**src/rtl/rom_arbiter_pkg.sv**
```systemverilog
// Shared types for the instruction-ROM read-port arbiter and its response buffers.
package rom_arbiter_pkg;

  typedef enum logic {
    ROM_PORT_I = 1'b0,
    ROM_PORT_D = 1'b1
  } rom_port_e;

  typedef struct packed {
    logic [31:0] data;
    logic        err;
  } rom_resp_t;

  // Word access must be aligned and fall inside the ROM's word-address range.
  function automatic logic rom_addr_bad(logic [31:0] addr, int unsigned addr_length);
    return (addr[1:0] != 2'b00) || ((addr >> (addr_length + 2)) != 32'h0);
  endfunction

endpackage

```
**src/rtl/rom_resp_fifo.sv**
```systemverilog
// 2-entry response buffer for one ROM requester.
// Latency: a push is visible on pop_dat the cycle after it is written.
// Backpressure: caller must not push when full unless popping in the same cycle.
module rom_resp_fifo
  import rom_arbiter_pkg::*;
(
  input  logic       clk,
  input  logic       rst_n,
  input  logic       push,
  input  rom_resp_t  push_dat,
  input  logic       pop,
  output rom_resp_t  pop_dat,
  output logic       pop_vld,
  output logic [1:0] occ
);

  rom_resp_t mem [2];
  logic      wr_ptr;
  logic      rd_ptr;

  always_ff @(posedge clk or negedge rst_n) begin
    if (!rst_n) begin
      mem[0] <= '0;
      mem[1] <= '0;
      wr_ptr <= 1'b0;
      rd_ptr <= 1'b0;
      occ    <= 2'd0;
    end else begin
      // When full, push and pop share a slot: the head is read before the edge overwrites it.
      if (push) begin
        mem[wr_ptr] <= push_dat;
        wr_ptr      <= ~wr_ptr;
      end
      if (pop) begin
        rd_ptr <= ~rd_ptr;
      end
      case ({push, pop})
        2'b10:   occ <= occ + 2'd1;
        2'b01:   occ <= occ - 2'd1;
        default: occ <= occ;
      endcase
    end
  end

  assign pop_vld = (occ != 2'd0);
  assign pop_dat = pop_vld ? mem[rd_ptr] : '0;

endmodule

```
**src/rtl/rom_arbiter.sv**
```systemverilog
// Shares the ROM read port between fetch (I) and data-load (D) with per-port response buffers.
// Latency: request accepted in cycle N, response valid from cycle N+2.
// Backpressure: at most 2 outstanding accesses per port; req_ready drops when credits run out.
module rom_arbiter
  import rom_arbiter_pkg::*;
#(
  parameter int ADDR_LENGTH  = 10,
  parameter int STARVE_LIMIT = 4
) (
  input  logic        clk,
  input  logic        rst_n,
  input  logic        i_req_valid,
  output logic        i_req_ready,
  input  logic [31:0] i_req_addr,
  output logic        i_resp_valid,
  input  logic        i_resp_ready,
  output logic [31:0] i_resp_data,
  output logic        i_resp_err,
  input  logic        d_req_valid,
  output logic        d_req_ready,
  input  logic [31:0] d_req_addr,
  output logic        d_resp_valid,
  input  logic        d_resp_ready,
  output logic [31:0] d_resp_data,
  output logic        d_resp_err,
  output logic [31:0] rom_addr,
  input  logic [31:0] rom_data
);

  localparam int CW = $clog2(STARVE_LIMIT + 1);

  logic [CW-1:0] starve_cnt;
  logic [CW-1:0] starve_nxt;
  logic          infl_vld;
  rom_port_e     infl_port;
  logic          infl_err;

  logic       i_pop, d_pop, i_push, d_push;
  logic [1:0] i_occ, d_occ;
  logic [2:0] i_used, d_used;
  logic       i_elig, d_elig, i_gnt, d_gnt;
  logic       gnt_err;
  rom_resp_t  push_dat, i_head, d_head;

  assign i_pop = i_resp_valid && i_resp_ready;
  assign d_pop = d_resp_valid && d_resp_ready;

  // A pop this cycle frees a credit for a request in the same cycle.
  assign i_used = 3'(infl_vld && (infl_port == ROM_PORT_I)) + 3'(i_occ) - 3'(i_pop);
  assign d_used = 3'(infl_vld && (infl_port == ROM_PORT_D)) + 3'(d_occ) - 3'(d_pop);
  assign i_elig = i_req_valid && (i_used < 3'd2);
  assign d_elig = d_req_valid && (d_used < 3'd2);

  assign i_gnt = i_elig && ((starve_cnt == CW'(STARVE_LIMIT)) || !d_elig);
  assign d_gnt = d_elig && !i_gnt;

  assign i_req_ready = i_gnt;
  assign d_req_ready = d_gnt;
  assign rom_addr    = i_gnt ? i_req_addr : (d_gnt ? d_req_addr : 32'h0);
  assign gnt_err     = (i_gnt || d_gnt) && rom_addr_bad(rom_addr, ADDR_LENGTH);

  always_comb begin
    starve_nxt = starve_cnt;
    if (!i_elig || i_gnt) begin
      starve_nxt = '0;
    end else if (d_gnt && (starve_cnt != CW'(STARVE_LIMIT))) begin
      starve_nxt = starve_cnt + CW'(1);
    end
  end

  always_ff @(posedge clk or negedge rst_n) begin
    if (!rst_n) begin
      starve_cnt <= '0;
      infl_vld   <= 1'b0;
      infl_port  <= ROM_PORT_I;
      infl_err   <= 1'b0;
    end else begin
      starve_cnt <= starve_nxt;
      infl_vld   <= i_gnt || d_gnt;
      infl_port  <= d_gnt ? ROM_PORT_D : ROM_PORT_I;
      infl_err   <= gnt_err;
    end
  end

  always_comb begin
    push_dat      = '0;
    push_dat.err  = infl_err;
    push_dat.data = infl_err ? 32'h0 : rom_data;
  end

  assign i_push = infl_vld && (infl_port == ROM_PORT_I);
  assign d_push = infl_vld && (infl_port == ROM_PORT_D);

  rom_resp_fifo u_i_fifo (
    .clk      (clk),
    .rst_n    (rst_n),
    .push     (i_push),
    .push_dat (push_dat),
    .pop      (i_pop),
    .pop_dat  (i_head),
    .pop_vld  (i_resp_valid),
    .occ      (i_occ)
  );

  rom_resp_fifo u_d_fifo (
    .clk      (clk),
    .rst_n    (rst_n),
    .push     (d_push),
    .push_dat (push_dat),
    .pop      (d_pop),
    .pop_dat  (d_head),
    .pop_vld  (d_resp_valid),
    .occ      (d_occ)
  );

  assign i_resp_data = i_head.data;
  assign i_resp_err  = i_head.err;
  assign d_resp_data = d_head.data;
  assign d_resp_err  = d_head.err;

endmodule

```
**config.mk**
```make
export PLATFORM = sky130hd
export DESIGN_NAME = rom_arbiter
export DESIGN_NICKNAME = d
export VERILOG_FILES = /design/src/rtl/rom_arbiter_pkg.sv /design/src/rtl/rom_resp_fifo.sv /design/src/rtl/rom_arbiter.sv
export SDC_FILE = /design/constraint.sdc
export NUM_CORES = 1
export LEC_CHECK = 0
export CORE_MARGIN = 2
export CORE_UTILIZATION = 50
export DETAILED_ROUTE_END_ITERATION = 8
export PLACE_DENSITY = 0.81
export SETUP_SLACK_MARGIN = 0.15
export SKIP_CTS_REPAIR_TIMING = 1
export SLEW_MARGIN = 20
export SYNTH_ARGS = -nofsm -noshare
export SYNTH_HDL_FRONTEND = slang
export SYNTH_SLANG_ARGS = --single-unit
```
**constraint.sdc**
```tcl
create_clock -name clk -period 10 [get_ports clk]
set_input_delay 3 -clock clk [delete_from_list [all_inputs] [get_ports clk]]
set_output_delay 3 -clock clk [all_outputs]
set_load 0.01 [all_outputs]
```
======== Word-level counts from Yosys, hierarchy flattened ========
Cells that the tools add are included.
cells by class
  bitwise operators ....................... 9
  reduce and logical (&&, ||, !) cells .... 26
  shift operators ......................... 0
  $mul .................................... 0
  order comparisons ....................... 8
  div/mod/pow operators ................... 0
  mux-type cells .......................... 22
  equality and inequality tests ........... 6
  $add $sub $neg .......................... 9
operators with widths
  cell                                                                   count
  33-bit two-way mux                                                     10
  66-bit bitwise mux                                                     2
  32-bit two-way mux                                                     3
  33-bit demux with 1-bit select                                         2
  32-bit nonzero test                                                    1
  1-bit logical AND                                                      12
  2-bit nonzero test                                                     6
  2-bit >= comparator (second input constant)                            4
  1-bit inverter with 2-bit output                                       4
  2-bit case mux with 2 select lines                                     2
  1-bit by 2-bit adder with 3-bit output                                 2
  3-bit by 2-bit < comparator with 1-bit output (second input constant)  2
  3-bit two-way mux                                                      2
  3-bit by 1-bit subtractor with 3-bit output                            2
  1-bit inverter                                                         5
  2-bit by 1-bit adder with 2-bit output (second input constant)         2
  2-bit by 1-bit == test with 1-bit output (second input constant)       2
  2-bit == test (second input constant)                                  2
  1-bit logical OR                                                       4
  2-bit by 1-bit < comparator with 1-bit output (second input constant)  2
  2-bit by 1-bit subtractor with 2-bit output (second input constant)    2
  3-bit by 1-bit adder with 3-bit output (second input constant)         1
  3-bit == test (second input constant)                                  1
  1-bit logical NOT                                                      3
  2 further kinds                                                        2
word-level totals
  memory bits (read-only) ................. 0
  memories kept ........................... 0
  output and inout bits ................... 102
  bits of input ports ..................... 102
  word-level logic and storage cells ...... 98
  flip-flop bits (word level) ............. 146
  latch bits .............................. 0
  bits in writable memories ............... 0

======== Longest topological paths before layout ========
  depth after elaboration ................. 15
  mapped depth ............................ 11
  gate-level depth less buffers ........... 9

======== Modules after synthesis ========
Synthesis repeated with hierarchy kept, for this count alone.
second synthesis, totals
  cell total of the unflattened synthesis .. 645
  area, all modules ....................... 7447.1 µm²
by module, submodules not included
  module         seq. area each (µm²)  instances  cells an instance  area each (µm²)
  rom_resp_fifo  1751.7                2          227                3148.0
  rom_arbiter    150.1                 1          191                1151.1

======== Least setup slack after synthesis ========
Ideal clock, no wire load.
  path kind ............................... input to output
  start point ............................. in d_resp_ready
  end point ............................... out rom_addr[10]
  cell stages on the path ................. 9
  required time ........................... 7000 ps
  path buffers ............................ 2
  arrival time ............................ 4918 ps
  slack ................................... 2082 ps
  cells stage by stage .................... nand2b_1 nor2_1 o21ai_0 fa_1 xor2_2 o311a_1 buf_6 clkbuf_1 o21ai_0
on the way
  cells in the longest elaborated chain, start to end .. 11
ends and longest elaborated chain
  what                                               RTL line           source
  from (decl)                                        rom_arbiter.sv:23  input logic d_resp_ready,
  1-bit logical AND (*)                              rom_arbiter.sv:46  assign d_pop = d_resp_valid && d_resp_ready;
  3-bit by 1-bit subtractor with 3-bit output (*)    rom_arbiter.sv:50  assign d_used = 3'(infl_vld && (infl_port == ROM_PORT_D)) + 3'(d_occ) - 3'(d_pop);
  3-bit by 2-bit < comparator with 1-bit output (*)  rom_arbiter.sv:52  assign d_elig = d_req_valid && (d_used < 3'd2);
  1-bit logical AND (*)                              rom_arbiter.sv:52
  1-bit logical NOT                                  rom_arbiter.sv:54  assign i_gnt = i_elig && ((starve_cnt == CW'(STARVE_LIMIT)) || !d_elig);
  1-bit logical OR                                   rom_arbiter.sv:54
  1-bit logical AND                                  rom_arbiter.sv:54
  1-bit logical NOT                                  rom_arbiter.sv:55  assign d_gnt = d_elig && !i_gnt;
  1-bit logical AND                                  rom_arbiter.sv:55
  32-bit two-way mux                                 rom_arbiter.sv:59  assign rom_addr = i_gnt ? i_req_addr : (d_gnt ? d_req_addr : 32'h0);
  32-bit two-way mux (*)                             rom_arbiter.sv:59
  to (decl)                                          rom_arbiter.sv:26  output logic [31:0] rom_addr,
Every way passes the cells marked *; elsewhere a longest branch is shown, timed or not.

======== Worst setup path after layout ========
  start point ............................. in i_resp_ready
  end point ............................... out rom_addr[17]
on the way
  cells in the longest elaborated chain, start to end .. 9
ends and longest elaborated chain
  what                                               RTL line           source
  from (decl)                                        rom_arbiter.sv:16  input logic i_resp_ready,
  1-bit logical AND (*)                              rom_arbiter.sv:45  assign i_pop = i_resp_valid && i_resp_ready;
  3-bit by 1-bit subtractor with 3-bit output (*)    rom_arbiter.sv:49  assign i_used = 3'(infl_vld && (infl_port == ROM_PORT_I)) + 3'(i_occ) - 3'(i_pop);
  3-bit by 2-bit < comparator with 1-bit output (*)  rom_arbiter.sv:51  assign i_elig = i_req_valid && (i_used < 3'd2);
  1-bit logical AND (*)                              rom_arbiter.sv:51
  1-bit logical AND (*)                              rom_arbiter.sv:54
  1-bit logical NOT                                  rom_arbiter.sv:55
  1-bit logical AND                                  rom_arbiter.sv:55
  32-bit two-way mux                                 rom_arbiter.sv:59
  32-bit two-way mux (*)                             rom_arbiter.sv:59
Marks and branches as above.

==> summary.md <==
| Metric | Value |
|---|---|
| Pwr/cell area | 312 mW/mm^2 |
| Final WL | 18900 microns |
| H-tree depth | 4 |
| Hold Crit Class | reg2reg |
| DP HPWL | 12200 microns |
| Mapped Nets | 901 |
| Switching Fraction | 0.384 |
| Initial antenna violation count | 0 |
| Top cells by area, synth | dfrtp_1, o21ai_0, nand2_1, mux2i_1, nor2_1 |
| Met1 WL | approximately 7800 microns |
| Clock power share | 0.226 |
| GRT Overall Usage | 0.265 |
| Iter 0 DRT Violations | 392 |
| Overflow after GRT | 0 |
| Inserted Clock Buffers | 17 |
| Pwr Total | 3050 uW |
| Layout cells sized above 1 | 0.0563 |
| Vias in the first global route | 6094 |
| Cell taking the most area after synthesis | dfrtp_1 |
| Post-Synthesis Cells | 795 |
| Fmax | 107 MHz |
| Initial Util | 0.511 |
| Length of the first detailed-routing pass in iterations | 5 |
| Asr flop ratio synth | 1.00 |
| Comb power frac | 0.432 |
| Worst rel slew slack | 0.240 |
| Routability cong. | approximately 0.85 |
| Clk slew on worst S/H paths | 0.06 ns |
| Sink count of the clock tree | 146 |
| Fin cells | 1157 |
| Final setup fails | 0 |
| TNS Setup | 0 ns |
| Pleak | 0.00424 uW |
| Share of the synthesized area in the top cell type | 0.517 |
| Net Sw Power | around 1200 uW |
| Met3 Wirelength | 1070 microns |
| Post-Place Cells | about 1100 |
| Period Utilization, post-route | 0.932 |
| Clk buf depth | 2 |
| Critical Path Sink Type | output port |
| Post-route cell area | 0.00979 sq mm |
| Peak VDD IR | 162 uV |
| Flop pwr share | 0.342 |
| Final hold violation count | 0 |
| Min Tclk post-route | 9.32 ns |
| Top sig layer | met4 |
| Residual DRC count | 0 |
| Post-synth EDFFs | 0 |
| Synth Flop Type | dfrtp_1 |
| YS warnings | 0 |
| First-pass GRT wire length | 30600 microns |
| Worst path max stage delay | 0.57 ns |
| Final Max Tran Viols | 0 |
| Int Pwr | ~1900 uW |
| ANT cells | 0 |
| Wirelength per Cell | 16.3 microns |
| CTS tree | done |
| Skew-Pair Late Insertion Delay | 0.42 ns |
| Most common cell after layout, fill and taps aside | clkdlybuf4s50_1 |
| Post-synthesis sequential area ratio | 0.517 |
| Die ar. | 0.0151 sq mm |
| # Max-Cap Violations | 0 |
| Critical-path cell list | clkdlybuf4s50_1, nand2b_1, nor2_1, o21ai_0, fa_1, xnor2_1, o311a_2, buf_4, nand2_1, o21ai_0, clkdlybuf4s50_1 |
| Distinct cell type count after synthesis | 30 |
| Port buffer count | 203 |
| Worst slew pin tran | 1.14 ns |
| Die Width | 123 microns |
| Placed Area | between 0.009 and 0.01 sq mm |
| Crit path max-delay cell type | clkdlybuf4s50_1 |
| Mean Syn Cell Area | 8.89 sq um |
| Boundary Pins | 204 |
| CP Launch Type | primary input |
| Worst Setup Path Type | in2out |
| Via Count | between 6000 and 7000 |
| Outcome | completed |
| Worst EP arrival | 6.32 ns |
| Final Net Count | 1071 |
| Post-synthesis cell area | roughly 0.007 sq mm |
| Vias/cell | 5.26 |
| WL met2 | 9640 microns |
| Site Rows | 43 |
| Clock Root Buffer | clkbuf_16 |
| Commonest non-fill, non-tap cells in the layout | clkdlybuf4s50_1, nand2_1, o21ai_0 |
| Largest net degree at the start of global routing | 78 |
| Area delta synth->final | 38.6% |
| WP data required | about 7 ns |
| Setup Skew | 0.00720 ns |
| Core Region | 0.0138 sq mm |
| DRT antenna net count | 0 |
| Crit path max fanout | 35 |
| Yosys reg bits | 146 |
| RSZ-0062 raised after global routing | false |
| Die height | 123 microns |
-- worst paths after layout --
check	from	to	slack (ns)	depth (start not counted)
min in group asynchronous	rst_n	u_i_fifo.mem[47]	2.57	1
min reg2reg	u_d_fifo.mem[36]	u_d_fifo.mem[36]	0.48	2
max in group asynchronous	rst_n	u_i_fifo.rd_ptr	5.91	2
max	i_resp_ready	rom_addr[17]	0.68	11
max reg2reg	infl_port	infl_err	7.06	8
min	u_d_fifo.mem[36]	u_d_fifo.mem[36]	0.48	2
-- power groups by stage --
stage / combinational (uW) / clock, uW / sequential (uW)
after global routing: 1470 / 721 / 1070
final: 1320 / 690 / 1040
after floorplan: 859 / 0 / 910
after CTS: 1330 / 695 / 1040
after detailed placement: 1320 / 0 / 1050
after global placement: 1300 / 0 / 1030
-- cell usage after synthesis (all sizes together) (3+ instances only) --
| cell | n |
|---|---|
| a21oi | 3 |
| a22o | 4 |
| and2 | 3 |
| buf | 17 |
| clkbuf | 41 |
| dfrtp | 146 |
| inv | 8 |
| mux2 | 4 |
| mux2i | 66 |
| nand2 | 193 |
| nand2b | 36 |
| nand3 | 3 |
| nor2 | 76 |
| nor2b | 3 |
| nor4 | 12 |
| o21ai | 160 |
| xnor2 | 5 |
| xor2 | 3 |
-- flip-flops by register name, indices dropped and copies added, names as in the netlist --
| name | flops |
|---|---|
| infl_port | 1 |
| u_i_fifo.mem | 66 |
| infl_err | 1 |
| u_i_fifo.occ | 2 |
| starve_cnt | 3 |
| u_i_fifo.wr_ptr | 1 |
| u_d_fifo.mem | 66 |
| u_d_fifo.occ | 2 |
| infl_vld | 1 |
| u_d_fifo.wr_ptr | 1 |
| u_i_fifo.rd_ptr | 1 |
| u_d_fifo.rd_ptr | 1 |
-- critical path, delay by kind of cell --
| family | cells | cell delay [ns] |
|---|---|---|
| compound gates | 3 | 0.76 |
| simple gates | 3 | 0.38 |
| buf+inv | 3 | 1.47 |
| fa+ha+maj | 1 | 0.41 |
| xor+xnor | 1 | 0.28 |
-- layer usage --
layer / track usage / up-vias
met5: 0 / -
met4: 0.105 / 0
met3: 0.0613 / 27
met2: 0.453 / 203
met1: 0.325 / 2875
li1: - / 2982
-- logic make-up after synthesis --
kind of cell / synth area share
adder cells (fa/ha/maj): 0.00921
AO/OA/AOI/OAI: 0.126
XOR/XNOR: 0.0110
AND/OR/NAND/NOR: 0.197
multiplexers: 0.0999
buffers and inverters: 0.0400
flip-flops: 0.517
-- per-stage QoR --
| step | hold WS (ns) | setup slack (ns) | utilization |
|---|---|---|---|
| after global placement | 0.460 | 0.759 | 0.661 |
| final | 0.479 | 0.680 | 0.708 |
| after global routing | 0.496 | 0.331 | 0.708 |
| after floorplan | 0.438 | 2.08 | - |
| after detailed placement | 0.469 | 0.687 | 0.661 |
| after CTS | 0.482 | 0.676 | 0.707 |
-- area by class of cell --
class | instances | area, sq um
clock buffer | 18 | 429
clock inverter | 13 | 208
fill | 1068 | 4040
inverter | 8 | 30.0
multi-input combinational | 583 | 3160
sequential | 146 | 3660
tap | 180 | 225
timing repair buffer | 209 | 2080
Note: power is estimated with default switching activity, not from simulation.
